[config.mk]
export PLATFORM = sky130hd
export DESIGN_NAME = shared_reg_arbiter
export DESIGN_NICKNAME = d
export VERILOG_FILES = /design/src/rtl/shared_reg_arbiter.sv
export SDC_FILE = /design/constraint.sdc
export NUM_CORES = 1
export LEC_CHECK = 0
export ABC_AREA = 1
export ABC_CLOCK_PERIOD_IN_PS = 3250
export CORE_MARGIN = 2
export CORE_UTILIZATION = 46
export DETAILED_ROUTE_END_ITERATION = 8
export PLACE_DENSITY = 0.85
export REMOVE_ABC_BUFFERS = 1
export SLEW_MARGIN = 10
export SYNTH_ARGS = -nofsm -noshare
export SYNTH_HDL_FRONTEND = slang
export SYNTH_SLANG_ARGS = --single-unit
[constraint.sdc]
create_clock -name clk -period 3.25 [get_ports clk]
set_input_delay 0.325 -clock clk [delete_from_list [all_inputs] [get_ports clk]]
set_output_delay 0.325 -clock clk [all_outputs]
set_load 0.01 [all_outputs]
[src/rtl/shared_reg_arbiter.sv]
// shared_reg_arbiter: round-robin arbiter giving one core at a time a single-cycle write
// into a shared register, followed by a one-cycle ack to that core.
module shared_reg_arbiter #(
    parameter int WIDTH = 12,
    parameter int N_CORES = 4,
    localparam int PTR_W = $clog2(N_CORES)
) (
    input  logic                       clk,
    input  logic                       rstN,
    input  logic [N_CORES-1:0]         req,
    input  logic [N_CORES*WIDTH-1:0]   dataIn,
    output logic [N_CORES-1:0]         grant,
    output logic [N_CORES-1:0]         ack,
    output logic                       busy,
    output logic                       regWrEn,
    output logic [WIDTH-1:0]           regDataIn
);
    typedef enum logic [1:0] {IDLE, WRITE, ACK} stateT;
    stateT state;
    logic [PTR_W-1:0] ptr, winner, pick;
    // Scan from the far end back toward ptr so the last hit is the first set bit after ptr.
    always_comb begin
        pick = ptr;
        for (int k = N_CORES - 1; k >= 0; k--)
            if (req[PTR_W'((int'(ptr) + k) % N_CORES)]) pick = PTR_W'((int'(ptr) + k) % N_CORES);
    end
    always_ff @(posedge clk) begin
        if (!rstN) begin
            state <= IDLE;
            ptr <= '0;
            winner <= '0;
            grant <= '0;
            ack <= '0;
            busy <= 1'b0;
            regWrEn <= 1'b0;
            regDataIn <= '0;
        end else begin
            case (state)
                IDLE: if (|req) begin
                    state <= WRITE;
                    winner <= pick;
                    regDataIn <= dataIn[pick*WIDTH +: WIDTH];
                    grant <= {{(N_CORES-1){1'b0}}, 1'b1} << pick;
                    busy <= 1'b1;
                    regWrEn <= 1'b1;
                end
                WRITE: begin
                    state <= ACK;
                    regWrEn <= 1'b0;
                    ack <= grant;
                end
                ACK: begin
                    state <= IDLE;
                    ptr <= winner == PTR_W'(N_CORES - 1) ? '0 : winner + 1'b1;
                    grant <= '0;
                    ack <= '0;
                    busy <= 1'b0;
                end
                default: state <= IDLE;
            endcase
        end
    end
endmodule

Word-level counts from Yosys, hierarchy flattened
Index checks and enable logic that the tools add are counted.
Widths: inputs -> output; s select.
{"block": "classes", "addsub": 4, "mul": 1, "magnitude_cmp": 4, "n_eq_ne": 4, "shift": 2, "muxes": 25, "reduce_logical": 8}
{"cell": "$shiftx 48x7->12", "count": 1}
{"cell": "$lt 2x4->1 const B", "count": 4}
{"cell": "$pmux 4 s2", "count": 2}
{"cell": "$mux 2", "count": 6}
{"cell": "$mux 1", "count": 9}
{"cell": "$bmux 1 s2", "count": 4}
{"cell": "$reduce_and 2->1", "count": 3}
{"cell": "$reduce_bool 2->1", "count": 3}
{"cell": "$add 2x1->2 const B", "count": 2}
{"cell": "$add 2x2->2 const B", "count": 2}
{"cell": "$eq 2x2->1 const B", "count": 2}
{"cell": "$mul 2x2->4 const B", "count": 1}
{"cell": "$mux 4", "count": 1}
{"cell": "$pmux 1 s2", "count": 2}
{"cell": "$pmux 2 s2", "count": 1}
{"cell": "$reduce_or 4->1", "count": 1}
{"cell": "$shl 1x2->4 const A", "count": 1}
{"cell": "$eq 2x1->1 const B", "count": 1}
{"cell": "$logic_not 2->1", "count": 1}
{"cell": "$ne 2x2->1 const B", "count": 1}
{"block": "word_totals", "regBits": 28, "inputBits": 54}

Longest topological paths before layout
{"block": "logic_depth", "ltp_word": 11, "ltp_mapped": 17, "mapped_depth_nobuf": 15}

Worst setup path before layout
Ideal clock, no wire load.
{"block": "synth_timing", "path_type": "reg-to-reg", "from": "register ptr[0]", "to": "register regDataIn[8]", "setup_time_ps": 117, "arrival_time_ps": 1512, "setup_slack_ps": 1621, "path_stages_with_launch": 18, "path_cell_list": "dfxtp_1 > buf_6 > inv_6 > nand2_1 > nand2_1 > nand2_1 > nand2_1 > inv_2 > nand2_2 > nand2_1 > nand2_2 > nand2_2 > buf_6 > buf_12 > nand3_2 > nand3_1 > nor2_1 > nor2_1"}
{"block": "synth_via", "elab_chain_cells": 10, "elab_cells_between_ends": 21, "classes_between": "add/sub: 3; mul: 1; shift: 1; mux: 16"}
{"item": "start: declaration", "line": "20", "text": "logic [PTR_W-1:0] ptr, winner, pick;"}
{"item": "start signal: assignment", "line": "54", "text": "ptr <= winner == PTR_W'(N_CORES - 1) ? '0 : winner + 1'b1;"}
{"item": "$add 2x2->2", "line": "25", "text": "if (req[PTR_W'((int'(ptr) + k) % N_CORES)]) pick = PTR_W'((int'(ptr) + k) % N_CORES);"}
{"item": "$bmux 1 s2", "line": "25"}
{"item": "$mux 1 (implied by the code) (2 in a row)", "line": "25"}
{"item": "$mux 2 (3 in a row)", "line": "25"}
{"item": "$mux 2 (*)", "line": "25"}
{"item": "$mul 2x2->4 (*)", "line": "42", "text": "regDataIn <= dataIn[pick*WIDTH +: WIDTH];"}
{"item": "$shiftx 48x7->12 (*)", "line": "42"}
{"item": "end signal: assignment", "line": "42"}
{"item": "end: declaration", "line": "16", "text": "output logic [WIDTH-1:0] regDataIn"}
Mark *: on every way between the ends. The rest lies on a longest branch, timed or not. The select of a mux whose other input is x is not followed.
A chain may end at the register's enable or synchronous reset.

Worst setup path in the final report
{"block": "layout_timing", "from": "register ptr[0]", "to": "register regDataIn[6]"}
Same word-level chain as after synthesis.

==> flow_summary_export.csv <==
group,metric,value,unit
status,status,"finished, final reports clean",
route,avgRoutedWirePerCell,12.0,um
die,row_count,22,
synth,syn_inst,290,
critical_path,rrSetupSlack,0.72,ns
min_path,hold_class,"register to register",
layout,fillers,332,
global_routing,grt_usage,23.1,%
critical_path,path_cells,"nand2_1 > nand3_1 > nand2_1 > inv_1 > nand2_1 > nand2_2 > nand3_2 > nand2_2 > nand2_1 > nand2_1 > nor2_1 > nor2_1 > nor2_1",
flow_run,max_cap_violations,0,
synth,async_flop_share,0,%
placed_design,gp_congestion,0.788,
placed_design,post-dp-hpwl,3540,um
critical_path,setup.worst_path.class,"register to register",
die,core,3740,sq um
critical_path,worstPathArrival,2.70,ns
timing,tightest_slew,0.837,ns
synth,synth_area,1830,sq um
power,vdd_drop_max,0.236,mV
layout,area.growth.synth_to_final,42.8,%
cts,ctsResizeCount,0,
cts,cts_setup_buffers,0,
synth,synth_edf_count,0,
timing,skew,0.00195,ns
cts,cts_buffer_depth,2,
global_routing,grt_overflow,0,
critical_path,crit_top_cell,"nand2_1",
global_routing,grt_max_degree,40,
route,first_pass_iters,4,
timing,fmax,396,MHz
layout,multi_input_area,1030,sq um
layout,num-nets-final,414,
cts,htreeDepth,1,
synth,synth-seq-cells,28,
die,chipWidth,67.0,um
timing,rsz0062_at_grt,"false",
synth,synth_area_leaders,"dfxtp_1 31%, nand2_1 14%, nor2_1 10%, nand3_1 7.7%, inv_1 6.0%",
power,powerDensity,465,nW/um^2
critical_path,endpoint_kind,"register",
die,die_h,67.0,um
synth,synth_cell_type_count,24,
synth,yosysWarnings,0,
die,initial_core_util,48.8,%
route,drt-vias-per-instance,5.06,
global_routing,grt_pass1_wl,8110,um
cts,root_buffer,"clkbuf_8",
critical_path,cp_slowest_cell,"nand2_2",
synth,syn_area_per_cell,6.29,sq um
route,drtIter0Drc,104,
timing,period_needed,2.53,ns
timing,maxSlewViolCount,0,
layout,drive_above_1_share,6.21,%
synth,synth-main-ff-cell,"dfxtp_1",
critical_path,crit_path_start_kind,"register",
power,cellLeakagePower,1.17,nW
synth,synth_top_cell_area_share,30.7,%
synth,synth.yosys.seq_area_share,30.7,%
synth,yosysMostFrequentCell,"nand2_1",
route,drc,0,
timing,hold_violations,0,
die,die_area,4490,sq um
global_routing,antenna_found_initial,0,
route,drtAntennaViolNets,0,
cts,ctsHoldBuffers,0,
layout,area.sequential,561,sq um
global_routing,first_global_vias,1937,
synth,synth_common_cells,"68 x nand2_1, 51 x nor2_1, 29 x inv_1, 28 x dfxtp_1, 28 x nand3_1",
timing,final.period_utilization,77.8,%
cts,numCtsBuffers,3,
critical_path,slowest_delay,0.64,ns
cts,worstSkewPairLatency,0.28,ns
critical_path,worstPathRequired,3.42,ns
critical_path,critPathMaxFanout,39,
layout,antenna_cells,0,
layout,design_area,2610,sq um
cts,clock_sinks,28,
timing,setup_viol,0,
synth,synth_top_cell_by_area,"dfxtp_1",
timing,relSlewSlack,44.1,%
die,ioPinCount,76,
route,vias,2034,
timing,finalSetupTns,0,ns
placed_design,placed_cell_area,2540,sq um
route,drt_wl_total,4830,um
cts,clk_pin_slew_worst_paths,0.10,ns
placed_design,io_buffers,75,
cts,cts_tree,"built",
==> cell usage in the layout, fill, tap and decap left out, drive strengths merged <==
cell / Yosys / routed
o211a: 1 / 1
clkinv: 1 / 1
nand4: 13 / 13
clkdlybuf4s50: 0 / 75
a22oi: 1 / 1
bufinv: 0 / 1
o21ai: 18 / 18
o211ai: 1 / 1
inv: 34 / 34
dfxtp: 28 / 28
nand3: 36 / 36
a21oi: 13 / 13
nor2: 51 / 51
ha: 5 / 5
nand2: 72 / 72
nor3: 1 / 1
clkbuf: 6 / 3
==> per-layer routing <==
layer / up-vias / routed length (um) / global-route usage, %
li1: 1058 / - / -
met1: 906 / 2200 / 27.7
met2: 56 / 2330 / 42.0
met3: 14 / 170 / 2.70
met4: 0 / 132 / 8.42
met5: - / 0 / 0
==> state kept, by name, indices dropped and copies added, names as in the netlist <==
signal and flops:
ack 4, busy 1, grant 4, ptr 2, regDataIn 12, regWrEn 1
state 2, winner 2
==> kinds of logic (layout without fill, tap and decap cells) <==
kind of cell | count (synthesis) | in the layout | synth area share [%]
flip-flops | 28 | 28 | 30.7
AND/OR/NAND/NOR | 173 | 173 | 42.9
buffers and inverters | 50 | 114 | 13.1
AO/OA/AOI/OAI | 34 | 34 | 9.87
adder cells (fa/ha/maj) | 5 | 5 | 3.43
==> layout make-up <==
type	count	share of cell area, %
Tap cell	48	2.30
Timing Repair Buffer	75	28.8
Multi-Input combinational cell	212	39.3
Inverter	35	5.33
Sequential cell	28	21.5
Clock buffer	3	1.58
Clock inverter	1	1.15
==> stage by stage <==
stage / utilization (%) / power (W) / hold WS [ns] / setup slack [ns] / std cells
4_1_cts: 69.7 / 0.00122 / 0.475 / 0.740 / 402
2_1_floorplan: - / 0.000724 / 0.460 / 1.22 / 275
3_5_place_dp: 67.7 / 0.000935 / 0.460 / 0.640 / 398
3_3_place_gp: 67.7 / 0.000927 / 0.456 / 0.672 / 398
6_report: 69.7 / 0.00121 / 0.473 / 0.722 / 402
5_1_grt: 69.7 / 0.00129 / 0.501 / 0.504 / 402
==> critical path: cells and delay by family (launching register included) <==
kind / cells / cell delay (ns)
buffers and inverters: 1 / 0.05
flip-flops: 1 / 0.60
AND/OR/NAND/NOR: 12 / 1.76
==> path summary, 6_finish.rpt <==
path	cells past startpoint	start	end
worst max-delay path	13	ptr[0]	regDataIn[6]
worst min-delay path	2	ack[2]	ack[2]
worst max register to register	13	ptr[0]	regDataIn[6]
worst min register to register	2	ack[2]	ack[2]
==> power breakdown <==
group / total (W) / internal [W] / leakage [nW] / switching (W)
Clock: 0.000280 / 0.000165 / 0.0357 / 0.000115
Combinational: 0.000511 / 0.000228 / 0.907 / 0.000284
Sequential: 0.000423 / 0.000392 / 0.231 / 0.0000310
Power figures use the tool's default switching activity.
